### config.mk
export PLATFORM = sky130hd
export DESIGN_NAME = spi_slave_if
export DESIGN_NICKNAME = d
export VERILOG_FILES = /design/src/rtl/spi_pkg.sv /design/src/rtl/spi_sync_edge.sv /design/src/rtl/spi_slave_if.sv
export SDC_FILE = /design/constraint.sdc
export NUM_CORES = 1
export LEC_CHECK = 0
export CORE_MARGIN = 2
export CORE_UTILIZATION = 55
export DETAILED_ROUTE_END_ITERATION = 8
export PLACE_DENSITY = 0.81
export SETUP_SLACK_MARGIN = 0.15
export SYNTH_ARGS = -nofsm -noshare
export SYNTH_HDL_FRONTEND = slang
export SYNTH_HIERARCHICAL = 1
export SYNTH_SLANG_ARGS = --single-unit
### constraint.sdc
create_clock -name clk_i -period 4.4 [get_ports clk_i]
set_clock_uncertainty 0.05 [all_clocks]
set_input_delay 0.88 -clock clk_i [delete_from_list [all_inputs] [get_ports clk_i]]
set_output_delay 0.88 -clock clk_i [all_outputs]
set_load 0.1 [all_outputs]
### src/rtl/spi_pkg.sv
// Shared definitions for the SPI slave interface: mode encodings, FSM states
// and the default frame width.
package spi_pkg;

    localparam int unsigned SPI_DATA_W = 8;

    typedef enum logic [1:0] {
        SPI_MODE0 = 2'b00,
        SPI_MODE1 = 2'b01,
        SPI_MODE2 = 2'b10,
        SPI_MODE3 = 2'b11
    } spi_mode_e;

    typedef struct packed {
        logic cpol;
        logic cpha;
    } spi_mode_t;

    typedef enum logic {
        IDLE   = 1'b0,
        ACTIVE = 1'b1
    } spi_state_e;

endpackage

### src/rtl/spi_sync_edge.sv
// Multi-flop synchroniser for an asynchronous pin with registered
// rise/fall pulses taken against a history flop.
module spi_sync_edge #(
    parameter int unsigned SYNC_STAGES = 2,
    parameter logic        RESET_VAL   = 1'b0
) (
    input  logic clk_i,
    input  logic reset_n_i,
    input  logic async_i,
    output logic sync_o,
    output logic rise_o,
    output logic fall_o
);

    logic [SYNC_STAGES-1:0] sync_q;
    logic                   hist_q;
    logic                   rise_q;
    logic                   fall_q;

    always_ff @(posedge clk_i or negedge reset_n_i) begin
        if (!reset_n_i) begin
            sync_q <= {SYNC_STAGES{RESET_VAL}};
            hist_q <= RESET_VAL;
            rise_q <= 1'b0;
            fall_q <= 1'b0;
        end else begin
            sync_q <= {sync_q[SYNC_STAGES-2:0], async_i};
            hist_q <= sync_q[SYNC_STAGES-1];
            rise_q <= sync_q[SYNC_STAGES-1] & ~hist_q;
            fall_q <= ~sync_q[SYNC_STAGES-1] & hist_q;
        end
    end

    assign sync_o = sync_q[SYNC_STAGES-1];
    assign rise_o = rise_q;
    assign fall_o = fall_q;

endmodule

### src/rtl/spi_slave_if.sv
// SPI slave: synchronises SCK/CS_N/MOSI, deserialises MOSI into words and
// serialises MISO from a one-entry transmit holding register.
module spi_slave_if
    import spi_pkg::*;
#(
    parameter int unsigned DATA_W      = SPI_DATA_W,
    parameter int unsigned SYNC_STAGES = 2
) (
    input  logic              clk_i,
    input  logic              reset_n_i,
    input  logic              cpol_i,
    input  logic              cpha_i,
    input  logic              sck_i,
    input  logic              cs_n_i,
    input  logic              mosi_i,
    output logic              miso_o,
    output logic              miso_oe_o,
    input  logic [DATA_W-1:0] tx_data_i,
    input  logic              tx_valid_i,
    output logic              tx_ready_o,
    output logic [DATA_W-1:0] rx_data_o,
    output logic              rx_valid_o,
    output logic              underrun_o,
    output logic              busy_o
);

    localparam int unsigned          CNT_W    = $clog2(DATA_W);
    localparam logic [CNT_W-1:0]     LAST_BIT = CNT_W'(DATA_W - 1);

    spi_state_e             state_q, state_d;
    spi_mode_t              mode_q;
    logic [DATA_W-1:0]      hold_q;
    logic                   hold_full_q;
    logic [DATA_W-1:0]      tx_shift_q;
    logic [DATA_W-1:0]      rx_shift_q;
    logic [DATA_W-1:0]      rx_data_q;
    logic [CNT_W-1:0]       bit_cnt_q;
    logic                   rx_valid_q;
    logic                   underrun_q;
    logic [SYNC_STAGES-1:0] mosi_q;

    logic sck_sync_unused;
    logic sck_rise, sck_fall;
    logic cs_n_s, cs_rise, cs_fall;
    logic mosi_s;
    logic lead_edge, trail_edge, in_frame;
    logic sample_evt, shift_evt, load_evt, frame_end, last_bit;

    spi_sync_edge #(.SYNC_STAGES(SYNC_STAGES), .RESET_VAL(1'b0)) u_sck_sync (
        .clk_i     (clk_i),
        .reset_n_i (reset_n_i),
        .async_i   (sck_i),
        .sync_o    (sck_sync_unused),
        .rise_o    (sck_rise),
        .fall_o    (sck_fall)
    );

    spi_sync_edge #(.SYNC_STAGES(SYNC_STAGES), .RESET_VAL(1'b1)) u_cs_sync (
        .clk_i     (clk_i),
        .reset_n_i (reset_n_i),
        .async_i   (cs_n_i),
        .sync_o    (cs_n_s),
        .rise_o    (cs_rise),
        .fall_o    (cs_fall)
    );

    always_ff @(posedge clk_i or negedge reset_n_i) begin
        if (!reset_n_i) begin
            mosi_q <= '0;
        end else begin
            mosi_q <= {mosi_q[SYNC_STAGES-2:0], mosi_i};
        end
    end
    assign mosi_s = mosi_q[SYNC_STAGES-1];

    // Leading edge leaves the idle level; an edge alongside CS rise is dropped.
    assign lead_edge  = mode_q.cpol ? sck_fall : sck_rise;
    assign trail_edge = mode_q.cpol ? sck_rise : sck_fall;
    assign in_frame   = (state_q == ACTIVE) && !cs_rise;
    assign sample_evt = in_frame && (mode_q.cpha ? trail_edge : lead_edge);
    assign shift_evt  = in_frame && (mode_q.cpha ? lead_edge : trail_edge);
    assign last_bit   = (bit_cnt_q == LAST_BIT);
    assign frame_end  = (state_q == ACTIVE) && cs_rise;
    assign load_evt   = ((state_q == IDLE) && cs_fall && !mode_q.cpha)
                      || (sample_evt && last_bit && !mode_q.cpha)
                      || (shift_evt && (bit_cnt_q == '0) && mode_q.cpha);

    always_ff @(posedge clk_i or negedge reset_n_i) begin
        if (!reset_n_i) begin
            state_q <= IDLE;
        end else begin
            state_q <= state_d;
        end
    end

    always_comb begin
        state_d = state_q;
        unique case (state_q)
            IDLE:    if (cs_fall) state_d = ACTIVE;
            ACTIVE:  if (cs_rise) state_d = IDLE;
            default: state_d = IDLE;
        endcase
    end

    always_comb begin
        miso_o     = 1'b0;
        miso_oe_o  = !cs_n_s;
        busy_o     = !cs_n_s;
        tx_ready_o = !hold_full_q;
        rx_data_o  = rx_data_q;
        rx_valid_o = rx_valid_q;
        underrun_o = underrun_q;
        if (state_q == ACTIVE) begin
            miso_o = tx_shift_q[DATA_W-1];
        end
    end

    always_ff @(posedge clk_i or negedge reset_n_i) begin
        if (!reset_n_i) begin
            mode_q      <= '0;
            hold_q      <= '0;
            hold_full_q <= 1'b0;
            tx_shift_q  <= '0;
            rx_shift_q  <= '0;
            rx_data_q   <= '0;
            bit_cnt_q   <= '0;
            rx_valid_q  <= 1'b0;
            underrun_q  <= 1'b0;
        end else begin
            rx_valid_q <= 1'b0;
            underrun_q <= 1'b0;
            if (cs_n_s) begin
                mode_q <= '{cpol: cpol_i, cpha: cpha_i};
            end

            if (frame_end) begin
                bit_cnt_q  <= '0;
                rx_shift_q <= '0;
                tx_shift_q <= '0;
            end else if (sample_evt) begin
                rx_shift_q <= {rx_shift_q[DATA_W-2:0], mosi_s};
                if (last_bit) begin
                    bit_cnt_q  <= '0;
                    rx_data_q  <= {rx_shift_q[DATA_W-2:0], mosi_s};
                    rx_valid_q <= 1'b1;
                end else begin
                    bit_cnt_q <= bit_cnt_q + CNT_W'(1);
                end
            end else if (shift_evt && (bit_cnt_q != '0)) begin
                tx_shift_q <= tx_shift_q << 1;
            end

            // Load drains the old holding word first; a same-cycle handshake refills it.
            if (load_evt) begin
                tx_shift_q  <= hold_full_q ? hold_q : '0;
                underrun_q  <= !hold_full_q;
                hold_full_q <= 1'b0;
            end
            if (tx_valid_i && !hold_full_q) begin
                hold_q      <= tx_data_i;
                hold_full_q <= 1'b1;
            end
        end
    end

endmodule

==> impl_metrics.sql <==
INSERT INTO impl_metrics (metric_group, metric, value, unit) VALUES
('outcome', 'status', 'complete, no violations', ''),
('sta', 'unrepaired_setup_endpoints_after_global_routing', 'false', ''),
('critical_path', 'worstSetupStartpointType', 'register', ''),
('sta', 'slew_headroom', '27.9', '%'),
('clock_network', 'cts_buffers', '5', ''),
('critical_path', 'worst_path_dominant_cell_family', 'buffers and inverters', ''),
('critical_path', 'worstPathRequired', '3.47', 'ns'),
('drt', 'drt-wirelength-per-cell', '14.8', 'um'),
('critical_path', 'worst-path-max-fanout', '10', ''),
('drt', 'detailedRoute.firstIterationViolations', '62', ''),
('synthesis', 'synth.largest_area_cell', 'sky130_fd_sc_hd__dfrtp_1', ''),
('power_and_ir_drop', 'fin_total_pwr', '0.00118', 'W'),
('drt', 'remaining_drc_errors', '0', ''),
('global_route', 'grt_pass1_vias', '1270', ''),
('power_and_ir_drop', 'worst_ir_drop_vdd', '297', 'uV'),
('synthesis', 'ys_async_rst_share', '100', '%'),
('clock_network', 'clock_tree.root_cell', 'sky130_fd_sc_hd__clkbuf_4', ''),
('synthesis', 'yosys_most_used_dff', 'sky130_fd_sc_hd__dfrtp_1', ''),
('clock_network', 'cts_tree', 'done', ''),
('clock_network', 'clk_transition_reported_paths', '0.15', 'ns'),
('synthesis', 'synth.top_cells.by_count', 'sky130_fd_sc_hd__dfrtp_1 (49), sky130_fd_sc_hd__mux2_2 (18), sky130_fd_sc_hd__a22o_1 (9)', ''),
('flow_run', 'timing.max_cap.violations', '0', ''),
('synthesis', 'post_synth.cell_area_avg', '14.8', 'sq um'),
('synthesis', 'number_of_flops_mapped_to_enable_cells_by_yosys', '0', ''),
('drt', 'detail_route.first_pass.iterations', '4', ''),
('critical_path', 'critPathCaptureType', 'output pin', ''),
('floorplanning', 'die_h', '64.3', 'um'),
('power_and_ir_drop', 'static-leakage-power', '1.13', 'nW'),
('place', 'dp.final_hpwl', '2270', 'um'),
('synthesis', 'synth_area_leaders', 'sky130_fd_sc_hd__dfrtp_1 (61%), sky130_fd_sc_hd__mux2_2 (10%), sky130_fd_sc_hd__dfstp_2 (3.9%), sky130_fd_sc_hd__a22o_1 (3.9%), sky130_fd_sc_hd__a221o_1 (3.5%)', ''),
('floorplanning', 'die-area', '4140', 'sq um'),
('synthesis', 'post-synth-top-area-fraction', '61.2', '%'),
('synthesis', 'synth_nets', '154', ''),
('sta', 'tightestPinTransition', '1.08', 'ns'),
('critical_path', 'criticalPathCategory', 'reg -> out', ''),
('critical_path', 'critical_path_arrival', '2.09', 'ns'),
('cells_and_area', 'layout-drive-gt1-share', '20.4', '%'),
('global_route', 'number_of_antenna_violations_at_the_first_check_in_global_routing', '0', ''),
('drt', 'totalWireLength', '3150', 'um'),
('clock_network', 'cts.sink_count', '52', ''),
('clock_network', 'clockBufferDepth', '2', ''),
('global_route', 'grt_overflow', '0', ''),
('synthesis', 'post_synth_num_cell_types', '29', ''),
('synthesis', 'yosysSeqAreaShare', '65.2', '%'),
('power_and_ir_drop', 'pwr_density_cell', '494', 'nW/um^2'),
('global_route', 'first_pass_grt_wire_length', '5810', 'um'),
('critical_path', 'slowest_stage', 'sky130_fd_sc_hd__clkdlybuf4s50_1', ''),
('synthesis', 'post_syn_area', '2000', 'sq um'),
('synthesis', 'syn-instance-count', '135', ''),
('place', 'i_o_buffers', '29', ''),
('clock_network', 'htreeDepth', '2', ''),
('sta', 'min_period_over_period', '68.6', '%'),
('floorplanning', 'initial_cell_density_of_the_core', '58.6', '%'),
('floorplanning', 'design.core.area', '3420', 'sq um'),
('global_route', 'globalRouteTotalUtil', '18.8', '%'),
('sta', 'final-hold-violation-count', '0', ''),
('drt', 'final_antenna_net_count', '0', ''),
('sta', 'finalSetupViolCount', '0', ''),
('clock_network', 'post_cts_resize_count', '0', ''),
('sta', 'period_minus_slack', '3.02', 'ns'),
('critical_path', 'path_cells', 'inv_1 -> clkdlybuf4s50_1', ''),
('clock_network', 'post_cts_hold_buffer_count', '0', ''),
('place', 'gpl.final_weighted_congestion', '0.875', ''),
('critical_path', 'cp_slowest_stage_delay', '1.14', 'ns'),
('floorplanning', 'rows', '21', ''),
('drt', 'viasPerCell', '5.50', ''),
('sta', 'clock.fmax', '331', 'MHz'),
('cells_and_area', 'n_antenna_cell', '0', ''),
('sta', 'final_slew_violations', '0', ''),
('floorplanning', 'die-width', '64.3', 'um'),
('clock_network', 'worst_skew_pair.late_latency', '0.36', 'ns');
==> stage by stage <==
step	utilization (%)	cell area, sq um	std cells	hold slack (ns)	worst slack (ns)
2_1_floorplan	-	2000	135	0.281	2.07
3_5_place_dp	67.7	2310	205	0.291	1.68
3_3_place_gp	67.7	2310	205	0.283	1.81
4_1_cts	69.7	2380	213	0.315	1.36
5_1_grt	69.7	2380	213	0.315	1.25
6_report	69.7	2380	213	0.312	1.38
==> routing by layer <==
layer	global-route usage (%)	part of all wire, %	vias to the layer above
met2	31.9	51	23
met5	0	0	-
li1	-	-	547
met1	22.9	43	595
met3	6.34	4.3	6
met4	5.59	1.3	0
==> report_power, final <==
group | internal [W] | total, W | switching (W)
Combinational | 0.000138 | 0.000295 | 0.000157
Clock | 0.0000778 | 0.000219 | 0.000141
Sequential | 0.000584 | 0.000661 | 0.0000772
==> worst paths after layout <==
path / to / cells past startpoint / from / slack (ns)
worst max-delay path: tx_ready_o / 2 / hold_full_q$_DFFE_PN0P_ / 1.38
worst min-delay path: mosi_q[1]$_DFF_PN0_ / 0 / mosi_q[0]$_DFF_PN0_ / 0.31
worst max register to register: tx_shift_q[4]$_DFFE_PN0P_ / 7 / bit_cnt_q[1]$_DFFE_PN0P_ / 1.69
worst min register to register: mosi_q[1]$_DFF_PN0_ / 0 / mosi_q[0]$_DFF_PN0_ / 0.31
max in group asynchronous: rx_shift_q[5]$_DFFE_PN0P_ / 1 / reset_n_i / 2.99
min in group asynchronous: rx_data_o[3]$_DFFE_PN0P_ / 1 / reset_n_i / 0.65
==> kinds of logic after synthesis <==
family | after synthesis | synth area share, %
DFF | 52 | 65.2
buffers and inverters | 10 | 2.50
and+or+nand+nor | 26 | 8.31
adders and majority gates | 3 | 1.88
muxes | 21 | 11.6
xor gates and xnor gates | 1 | 0.438
AOI/OAI and AO/OA | 22 | 10.1
==> final cells by class <==
| type | count | area (sq um) | share of cell area [%] |
|---|---|---|---|
| Sequential cell | 52 | 1310 | 54.8 |
| Multi-Input combinational cell | 73 | 647 | 27.2 |
| Timing Repair Buffer | 29 | 285 | 12.0 |
| Tap cell | 46 | 57.6 | 2.42 |
| Clock buffer | 6 | 51.3 | 2.16 |
| Inverter | 5 | 18.8 | 0.789 |
| Clock inverter | 2 | 15.0 | 0.631 |
==> cell usage in the layout (no fill, tap or decap), types with 5 or more instances in the layout <==
cell type,n
sky130_fd_sc_hd__inv_1,5
sky130_fd_sc_hd__nor2b_1,5
sky130_fd_sc_hd__dfrtp_1,49
sky130_fd_sc_hd__and3_1,7
sky130_fd_sc_hd__a22o_1,9
sky130_fd_sc_hd__clkdlybuf4s50_1,28
sky130_fd_sc_hd__clkbuf_4,5
sky130_fd_sc_hd__a221o_1,7
sky130_fd_sc_hd__mux2_2,18
==> flip-flops by register name (all words and copies together), names as in the netlist, 2 cells and up <==
signal	flops
rx_data_o	8
hold_q	8
u_sck_sync/sync_q	2
bit_cnt_q	3
mosi_q	2
u_cs_sync/sync_q	2
tx_shift_q	8
rx_shift_q	7
mode_q	2
(Power assumes the default switching activity.)
